**src/rtl/rr_arb_ctrl.sv**
```systemverilog
// rr_arb_ctrl: round-robin arbiter with grant hold and forced release.
// One owner at a time, one idle cycle between owners.
module rr_arb_ctrl #(
    parameter int WIDTH    = 8,
    parameter int MAX_HOLD = 16,
    parameter int IDW      = $clog2(WIDTH)
) (
    input  logic             clk_i,
    input  logic             rst_i,
    input  logic [WIDTH-1:0] req_i,
    input  logic             done_i,
    output logic [WIDTH-1:0] gnt_o,
    output logic             gnt_valid_o,
    output logic [IDW-1:0]   gnt_id_o,
    output logic             timeout_o
);

    localparam int HW = $clog2(MAX_HOLD + 1);

    typedef enum logic {
        IDLE,
        GRANT
    } state_t;

    state_t           state_q, state_d;
    logic [WIDTH-1:0] gnt_q, gnt_d;
    logic [IDW-1:0]   id_q, id_d;
    logic [IDW-1:0]   ptr_q, ptr_d;
    logic [HW-1:0]    hold_q, hold_d;
    logic             to_q, to_d;

    logic [WIDTH-1:0] masked;
    logic [WIDTH-1:0] cand;
    logic [WIDTH-1:0] sel;
    logic [IDW-1:0]   sel_id;
    logic [IDW-1:0]   ptr_next;
    logic             owner_req;
    logic             others;
    logic             at_limit;

    // Lowest set bit at or above ptr, else lowest set bit overall.
    always_comb begin
        masked = '0;
        sel    = '0;
        sel_id = '0;
        for (int i = 0; i < WIDTH; i++) begin
            masked[i] = req_i[i] && (i >= int'(ptr_q));
        end
        cand = (|masked) ? masked : req_i;
        for (int i = WIDTH - 1; i >= 0; i--) begin
            if (cand[i]) begin
                sel    = '0;
                sel[i] = 1'b1;
                sel_id = IDW'(i);
            end
        end
    end

    // Release qualifiers for the current owner.
    always_comb begin
        owner_req = req_i[id_q];
        others    = |(req_i & ~gnt_q);
        at_limit  = (hold_q == HW'(MAX_HOLD));
        if (id_q == IDW'(WIDTH - 1)) begin
            ptr_next = '0;
        end else begin
            ptr_next = id_q + IDW'(1);
        end
    end

    // Next-state and grant bookkeeping.
    always_comb begin
        state_d = state_q;
        gnt_d   = gnt_q;
        id_d    = id_q;
        ptr_d   = ptr_q;
        hold_d  = hold_q;
        to_d    = 1'b0;
        case (state_q)
            IDLE: begin
                if (|req_i) begin
                    state_d = GRANT;
                    gnt_d   = sel;
                    id_d    = sel_id;
                    hold_d  = HW'(1);
                end
            end
            GRANT: begin
                if (done_i || !owner_req || (at_limit && others)) begin
                    state_d = IDLE;
                    gnt_d   = '0;
                    id_d    = '0;
                    ptr_d   = ptr_next;
                    hold_d  = '0;
                    // done and owner withdrawal both win over the limit
                    to_d    = !done_i && owner_req;
                end else if (!at_limit) begin
                    hold_d = hold_q + HW'(1);
                end
            end
            default: begin
                state_d = IDLE;
                gnt_d   = '0;
                id_d    = '0;
            end
        endcase
    end

    // State registers with synchronous reset.
    always_ff @(posedge clk_i) begin
        if (rst_i) begin
            state_q <= IDLE;
            gnt_q   <= '0;
            id_q    <= '0;
            ptr_q   <= '0;
            hold_q  <= '0;
            to_q    <= 1'b0;
        end else begin
            state_q <= state_d;
            gnt_q   <= gnt_d;
            id_q    <= id_d;
            ptr_q   <= ptr_d;
            hold_q  <= hold_d;
            to_q    <= to_d;
        end
    end

    assign gnt_o       = gnt_q;
    assign gnt_valid_o = |gnt_q;
    assign gnt_id_o    = id_q;
    assign timeout_o   = to_q;

endmodule

```
**config.mk**
```make
export PLATFORM = sky130hd
export DESIGN_NAME = rr_arb_ctrl
export DESIGN_NICKNAME = d
export VERILOG_FILES = /design/src/rtl/rr_arb_ctrl.sv
export SDC_FILE = /design/constraint.sdc
export NUM_CORES = 1
export LEC_CHECK = 0
export CAP_MARGIN = 25
export CORE_AREA = 2 2 58 60
export DETAILED_ROUTE_END_ITERATION = 6
export DIE_AREA = 0 0 60 62
export HOLD_SLACK_MARGIN = 0.08
export PLACE_DENSITY = 0.73
export SYNTH_ARGS = -nofsm -noshare
export SYNTH_HDL_FRONTEND = slang
export SYNTH_SLANG_ARGS = --single-unit
```
**constraint.sdc**
```tcl
create_clock -name clk_i -period 1.9 [get_ports clk_i]
set_input_delay 0.38 -clock clk_i [delete_from_list [all_inputs] [get_ports clk_i]]
set_output_delay 0.38 -clock clk_i [all_outputs]
set_load 0.01 [all_outputs]
```
# Word level (Yosys, flattened, before mapping)
# Cells that the tools add are included.
# Widths: inputs -> output; s select.
[totals]
reg_bits = 21
inputBits = 11
[op_classes]
addsub = 2
magnitude_cmp = 8
eq_ne = 5
muxes = 33
n_bitwise = 4
reduce_logical = 21
[op_table]
columns = ["op", "n"]
rows = [
  ["$mux 8", 10],
  ["$mux 3", 11],
  ["$reduce_or 8->1", 4],
  ["$pmux 8 s2", 1],
  ["$mux 5", 3],
  ["$pmux 5 s2", 1],
  ["$ge 3x3->1 const A", 3],
  ["$logic_and 1x1->1", 9],
  ["$and 8x8->8", 1],
  ["$not 8->8", 1],
  ["$mux 7", 1],
  ["$ge 1x3->1 const A", 2],
  ["$ge 2x3->1 const A", 2],
  ["$pmux 3 s2", 1],
  ["$reduce_and 2->1", 3],
  ["$add 5x1->5 const B", 1],
  ["$eq 5x5->1 const B", 1],
  ["$lt 3x4->1 const B", 1],
  ["$add 3x1->3 const B", 1],
  ["$bmux 1 s3", 1],
  ["$eq 3x3->1 const B", 1],
  ["$mux 1", 3],
  ["$ne 3x2->1 const B", 1],
  ["$reduce_or 3->1", 1],
  ["6 further kinds", 9],
]

# Longest topological paths before layout
[logic_depth]
word_depth = 13
ltp_mapped = 8
mapped_depth_nobuf = 8

# Worst setup path before layout
# Ideal clock, no wire load.
[synth_timing]
kind = "register to register"
from = "register id_q[0] (netlist: gnt_id_o[0])"
to = "register gnt_q[1] (netlist: gnt_o[1])"
setup_time_ns = 0.117
arrival_time_ns = 1.957
path_slack_ns = -0.173
path_stages_with_launch = 9
path_buffers = 1
synth_period_minus_slack_ns = 2.073
cell_sequence = "dfxtp_1 -> mux4_2 -> mux2i_1 -> nor2_1 -> o21ai_2 -> nand2_2 -> and2_4 -> buf_6 -> a22o_1"
[synth_between]
elab_chain_len = 7
[synth_lines]
columns = ["item", "line", "rtl"]
rows = [
  ["start, declared", "27", "logic [IDW-1:0] id_q, id_d;"],
  ["start signal, assigned", "121", "id_q <= id_d;"],
  ["$bmux 1 s3", "61", "owner_req = req_i[id_q];"],
  ["$mux 1 (not written as such)", "61", ""],
  ["$logic_not 1->1", "89", "if (done_i || !owner_req || (at_limit && others)) begin"],
  ["$logic_or 1x1->1 (2 in series)", "89", ""],
  ["$ne 2x1->1 (no source line)", "-", ""],
  ["$reduce_and 2->1 (no source line)", "-", ""],
  ["end signal, assigned", "120", "gnt_q <= gnt_d;"],
  ["end, declared", "26", "logic [WIDTH-1:0] gnt_q, gnt_d;"],
]
# No other way between the ends. The select of a mux whose other input is x is not followed.
# A chain may end at the register's enable or synchronous reset.

# Worst setup path after layout
[layout_timing]
from = "register ptr_q[2]"
to = "register gnt_q[6] (netlist: gnt_o[6])"
[layout_between]
elab_chain_len = 13
[layout_lines]
columns = ["item", "line", "rtl"]
rows = [
  ["start, declared", "28", "logic [IDW-1:0] ptr_q, ptr_d;"],
  ["start signal, assigned", "122", "ptr_q <= ptr_d;"],
  ["$ge 1x3->1 (tied with other cells)", "47", "masked[i] = req_i[i] && (i >= int'(ptr_q));"],
  ["$logic_and 1x1->1", "47", ""],
  ["$reduce_or 8->1", "49", "cand = (|masked) ? masked : req_i;"],
  ["$mux 7 *", "49", ""],
  ["$mux 8 (6 in series)", "51", "if (cand[i]) begin"],
  ["$mux 8 *", "51", ""],
  ["$mux 8 *", "81", "if (|req_i) begin"],
  ["$pmux 8 s2 *", "79", "case (state_q)"],
]
# Mark *: on every way between the ends. The rest lies on a longest branch, timed or not. The select of a mux whose other input is x is not followed.

==> flow_summary.toml <==
[floorplan]
fp.dieW_um = 60
initial_core_util = 0.4183
dieArea_um2 = 3720
io_pins = 24
core_um2 = 3179
die_h_um = 62
rows = 21

[layout]
final_nets = 246
drive_above_1_share = 0.4478
area_growth_pct = 67.83
fin_util = 0.7021
antennaDiodeCount = 0

[sta]
setup_ws_ns = -0.06509
max_freq_mhz = 508.9
hold_viol = 0
post-route-period-util = 1.034
drv_slew = 0
finalSetupViolCount = 5
rsz0062_at_grt = "true"
hold_ws_ns = 0.5431
slew_headroom = 0.7631
min_period_ns = 1.965
fin_skew_ns = 0.001651
worstMarginPinSlew_ns = 0.3542

[critical_path]
worstSetupEndpointType = "flop"
rrSetupSlack_ns = -0.07
timing.rr.start = "ptr_q[2]"
path_max_fanout = 5
cp-startpoint = "ptr_q[2]"
startpoint_type = "flop"
cp.required_ns = 2.12
path_class = "flop to flop"
arrival_ns = 2.19

[pwr]
powerDensity_nw_per_um2 = 494.4
leakagePower_uw = 0.0009434
irDropWorstVdd_uv = 285.8

[placement]
pre_cts_ws_ns = -0.7854
routabilityCongestion = 0.9753
place_hpwl_mm = 3.306
io_buffers = 23

[route]
viasPerCell = 5.699
wire_per_inst_um = 18.31
wirelength_mm = 5.054
route.detailed.drc = 0
vias = 1573
drtIter0Drc = 64
dr.pass1.iters = 4
ant_nets = 0

[synthesis]
synth-edff-count = 0
synth_top_cell_area_share = 0.3161
synthesis.instances = 154
ys_ff_latch = 21
async_flop_share = 0
seq_area_frac_synth = 0.3161
netlist_top_cells_area = "dfxtp_1 (32%), nor2_1 (4.8%), inv_1 (4.0%), a22o_1 (4.0%), ha_1 (3.8%)"
synth_top_area_cell = "dfxtp_1"
synthDistinctLibCells = 51
synth_warnings = 0
synthesis.area_um2 = 1330
ys_top_cells_by_count = "dfxtp_1 (21), nor2_1 (17), inv_1 (14), nand2_1 (10)"
syn_nets = 169
synth_ff_type = "dfxtp_1"
synthMostInstantiatedCell = "dfxtp_1"
avgSynthCellArea_um2 = 8.637

[grt]
met2_usage = 0.4767
grt_pass1_wl_mm = 7.376
track_usage = 0.2685
grt_max_degree = 12
use_met3 = 0.03934
gr-total-overflow = 0
gr-usage-met1 = 0.3139
grt_antenna_before_repair = 0
top_usage_layer = "met2"
grt_pass1_vias = 1554

[clock_network]
cts_tree = "yes"
h-tree-depth = 1
numCtsBuffers = 3
cts_sinks = 21
clk_pin_slew_ns = 0.12
cts_buffer_depth = 2
insertion_delay_ns = 0.32
ctsRootBufferMaster = "clkbuf_4"

[min_path]
worstHoldStart = "hold_q[1]"
min_path_type = "flop to flop"

[outcome]
failed_checks = "negative setup slack"
outcome = "finished, violations left"

[flow_run]
maxCapViolations = 0
==> worst max-delay path, stage by stage (launching register included) <==
cell	delay, ns
dfxtp_4	0.40
o2bb2ai_4	0.12
a22oi_2	0.20
buf_6	0.16
a211oi_4	0.04
buf_6	0.14
or2b_4	0.25
buf_4	0.14
o21ai_2	0.17
nor3_4	0.07
a21o_1	0.17
==> cells by family (layout without fill, tap and decap cells) <==
kind of cell	count (synthesis)	count (layout)	share of synthesized area
flip-flops	21	21	0.3161
multiplexers	5	5	0.05644
buffers and inverters	20	95	0.07807
AO/OA/AOI/OAI	50	51	0.3029
XOR/XNOR	3	3	0.01976
adder cells (fa/ha/maj)	4	4	0.03763
AND/OR/NAND/NOR	51	51	0.1891
==> layout make-up <==
| cell class | count | area (um^2) |
|---|---|---|
| Multi-Input combinational cell | 114 | 1030 |
| Inverter | 14 | 52.55 |
| Tap cell | 46 | 57.56 |
| Timing Repair Buffer | 77 | 635.6 |
| Clock buffer | 4 | 26.28 |
| Sequential cell | 21 | 430.4 |
| Fill cell | 237 | 947.2 |
==> placed cells by master, fill, tap and decap left out, types with 2 or more instances in the layout <==
cell             instances
mux4_2                   2
o2111ai_1                2
buf_4                   48
inv_1                   14
a21o_1                   2
dfxtp_2                  2
nand2_1                  9
a211oi_4                 2
clkbuf_2                 3
nand3_1                  5
nor2_1                  16
dfxtp_4                  2
a21oi_1                  4
nor4_2                   2
nor4_1                   2
o22ai_1                  4
clkdlybuf4s50_1         14
a21o_2                   2
o2bb2ai_4                2
o21a_1                   2
o21ai_4                  2
a31oi_1                  2
buf_6                    6
dfxtp_1                 17
dlygate4sd2_1            6
nand2_2                  2
mux2i_1                  2
a22o_1                   6
xor2_1                   3
nand2b_1                 3
o21ai_2                  3
clkbuf_4                 3
ha_1                     4
==> state kept, by name (all words and copies together) (netlist names) <==
register / cells
ptr_q: 3
gnt_id_o: 3
hold_q: 5
timeout_o: 1
state_q: 1
gnt_o: 8
==> where the power goes <==
group,internal [uW],total (uW),switching (uW)
combinational,201,388,188
clock,82.3,232,150
sequential,459,483,24.4
total,742,1100,362
==> timing repair <==
item	CTS	global route
buffers inserted	5	7
pin swaps	14	13
cloned	1	0
hold endpoints to repair	0	0
hold buffers	0	0
endpoints found under the setup margin	22	16
resized for setup	35	31
==> metrics by stage <==
stage | area, um^2 | total power (uW) | TNS (ns) | instances
after global routing | 2232 | 1151 | -0.6557 | 276
after floorplan | 1334 | 632.8 | -0.2454 | 154
final | 2232 | 1104 | -0.1286 | 276
after CTS | 2095 | 1056 | -0.1247 | 272
after detailed placement | 1908 | 806.6 | -12.16 | 262
after global placement | 1908 | 798.0 | -11.25 | 262
==> worst paths after layout <==
check         endpoint  cells past startpoint
min reg2reg  hold_q[1]                      2
min          hold_q[1]                      2
max           gnt_o[6]                     10
max reg2reg   gnt_o[6]                     10
==> routing by layer <==
| layer | wire length, um | part of all wire |
|---|---|---|
| met5 | 0 | 0 |
| met4 | 143 | 0.028 |
| met3 | 283 | 0.056 |
| met2 | 2608 | 0.52 |
| met1 | 2019 | 0.40 |
Note: power is estimated with default switching activity, not from simulation.
==> patch, RTL diff (same flow settings) <==
`MAX_HOLD`: 16 -> 8.
--- a/src/rtl/rr_arb_ctrl.sv
+++ b/src/rtl/rr_arb_ctrl.sv
@@ -2,7 +2,7 @@
 // One owner at a time, one idle cycle between owners.
 module rr_arb_ctrl #(
     parameter int WIDTH    = 8,
-    parameter int MAX_HOLD = 16,
+    parameter int MAX_HOLD = 8,
     parameter int IDW      = $clog2(WIDTH)
 ) (
     input  logic             clk_i,
Behaviour: not the same (Yosys sat finds a counterexample within 10 cycles, from zero or initial values and one cycle with rst_i high).
==> patch against the unedited design <==
The flow still finishes with violations (setup timing); design area is 3.5% higher; register-to-register slack worse by 20 ps; utilization is 2.5 points higher; power is 5.6% higher; routed wire length is 3.4% lower; sequential cell count is 1 lower; synthesized area is 5.2% higher; worst setup slack worse by 38 ps.
==> patch: results (changes against the unedited design) <==
Outcome
  • Status: finished, violations left
  • Failing checks: setup timing

Synth
  • Yosys warns: 0 (unchanged)
  • Top-count cell post-synth: nor2_1
  • Net count after synthesis: 186 (+10%)
  • Seq/Total Area, Yosys: 0.286 (-0.0299)
  • Adder-Cell Fraction of Synth Area: 0.0358 (-0.00185)
  • Largest cells by area after synthesis: dfxtp_1 (29%), nor2_1 (5.9%), mux2i_1 (4.3%)
  • Post-synthesis cell type count: 50 (-2.0%)
  • Fraction of registers with async set/reset: 0 (unchanged)
  • Post-synth top cells: nor2_1 (22), dfxtp_1 (20), inv_1 (16), a21oi_1 (7), nand2_1 (7)
  • XOR/XNOR Fraction of Synth Area: 0 (-0.0198)
  • Top FF cell, synth: dfxtp_1
  • Cells after synthesis: 171 (+11%)
  • Area fraction in compound gates after synthesis: 0.305 (+0.00209)
  • Post-synthesis mux area share: 0.0671 (+0.0106)

Timing
  • Final Worst Setup Slack: -103 ps (-37.9 ps)
  • Clk_skew: 3.06 ps (+1.41 ps)
  • Slew HR: 0.698 (-0.0654)
  • Setup tns final: -221 ps (-92.8 ps)
  • Final setup fails: 6 (+1)

Global route
  • Largest net degree at the start of global routing: 12 (unchanged)
  • Initial antenna violation count: 0 (unchanged)
  • All-layer global routing usage: 0.271 (+0.00297)
  • Global-route wire length before repair: 7.51 mm (+1.9%)

Final layout
  • Share of post-route cells with drive strength above 1: 0.450 (+0.00217)
  • Diode count: 0 (unchanged)
  • Post-layout nets: 256 (+4.1%)

Placed design
  • DP Area: 2060 um2 (+8.1%)
  • Setup WS pre-CTS: -654 ps (+132 ps)
  • Routability congestion estimate: 0.943 (-3.4%)
  • DP HPWL: 3.41 mm (+3.0%)
  • Dpl cells: 276 (+5.3%)

Pwr
  • Leakage power: 0.000906 uW (-4.0%)
  • Worst VDD drop: 333 uV (+16%)

Min path
  • Hold/Removal Path Class: flop to flop

Route
  • Via density: 5.73 (+0.49%)
  • Initial drt markers: 77 (+20%)
  • Wire per inst: 17.1 um (-6.8%)
  • Pre-Repair DR Iteration Count: 4 (unchanged)
  • Routed WL: 4.88 mm (-3.4%)

Clock network
  • H-tree depth: 1 (unchanged)
  • CTS Root Buffer Type: clkbuf_4
  • Number of cells upsized or downsized after cts: 27 (-23%)
  • CTS max path bufs: 2 (unchanged)
  • Clk_lat worst skew: 320 ps (about the same)
  • Num CTS Buffers: 3 (unchanged)
  • Setup bufs post-CTS: 7 (+2)

Setup path
  • CP Max Fanout: 7 (+2)
  • Slowest stage cell, crit path: or4b_1
  • CP delay by family, top: simple AND/OR/NAND/NOR gates
  • Max incr delay on CP: 460 ps (+60 ps)
  • CP Data Arrival Time: 2270 ps (+80 ps)
## patch: worst paths after layout
path,startpoint,to,slack [ps],cells past startpoint
setup / recovery,req_i[3],hold_q[3],-100,7
hold / removal,hold_q[1],hold_q[3],560,2
hold reg to reg,hold_q[1],hold_q[3],560,2
setup reg to reg,gnt_o[4],hold_q[3],-90,7
## patch: metal layers
| layer | global-route usage | vias up | wire length (um) |
|---|---|---|---|
| li1 | - | 775 | - |
| met1 | 0.326 | 791 | 1930 |
| met2 | 0.472 | 57 | 2590 |
| met3 | 0.0455 | 15 | 213 |
| met4 | 0.130 | 0 | 144 |
| met5 | 0 | - | 0 |
## patch: final cells by class
cell class / instances / area [um2]
multi-input cells: 126 / 1110
flip-flops and latches: 20 / 413
clock buffers: 4 / 36.3
repair buffers: 73 / 621
well taps: 46 / 57.6
inverters: 17 / 68.8
fillers: 234 / 868
## patch: power by group
group | internal [uW] | switching (uW) | leakage [uW]
sequential | 441 | 22.6 | 0.000167
clock | 117 | 153 | 0.0000210
combinational | 215 | 217 | 0.000718
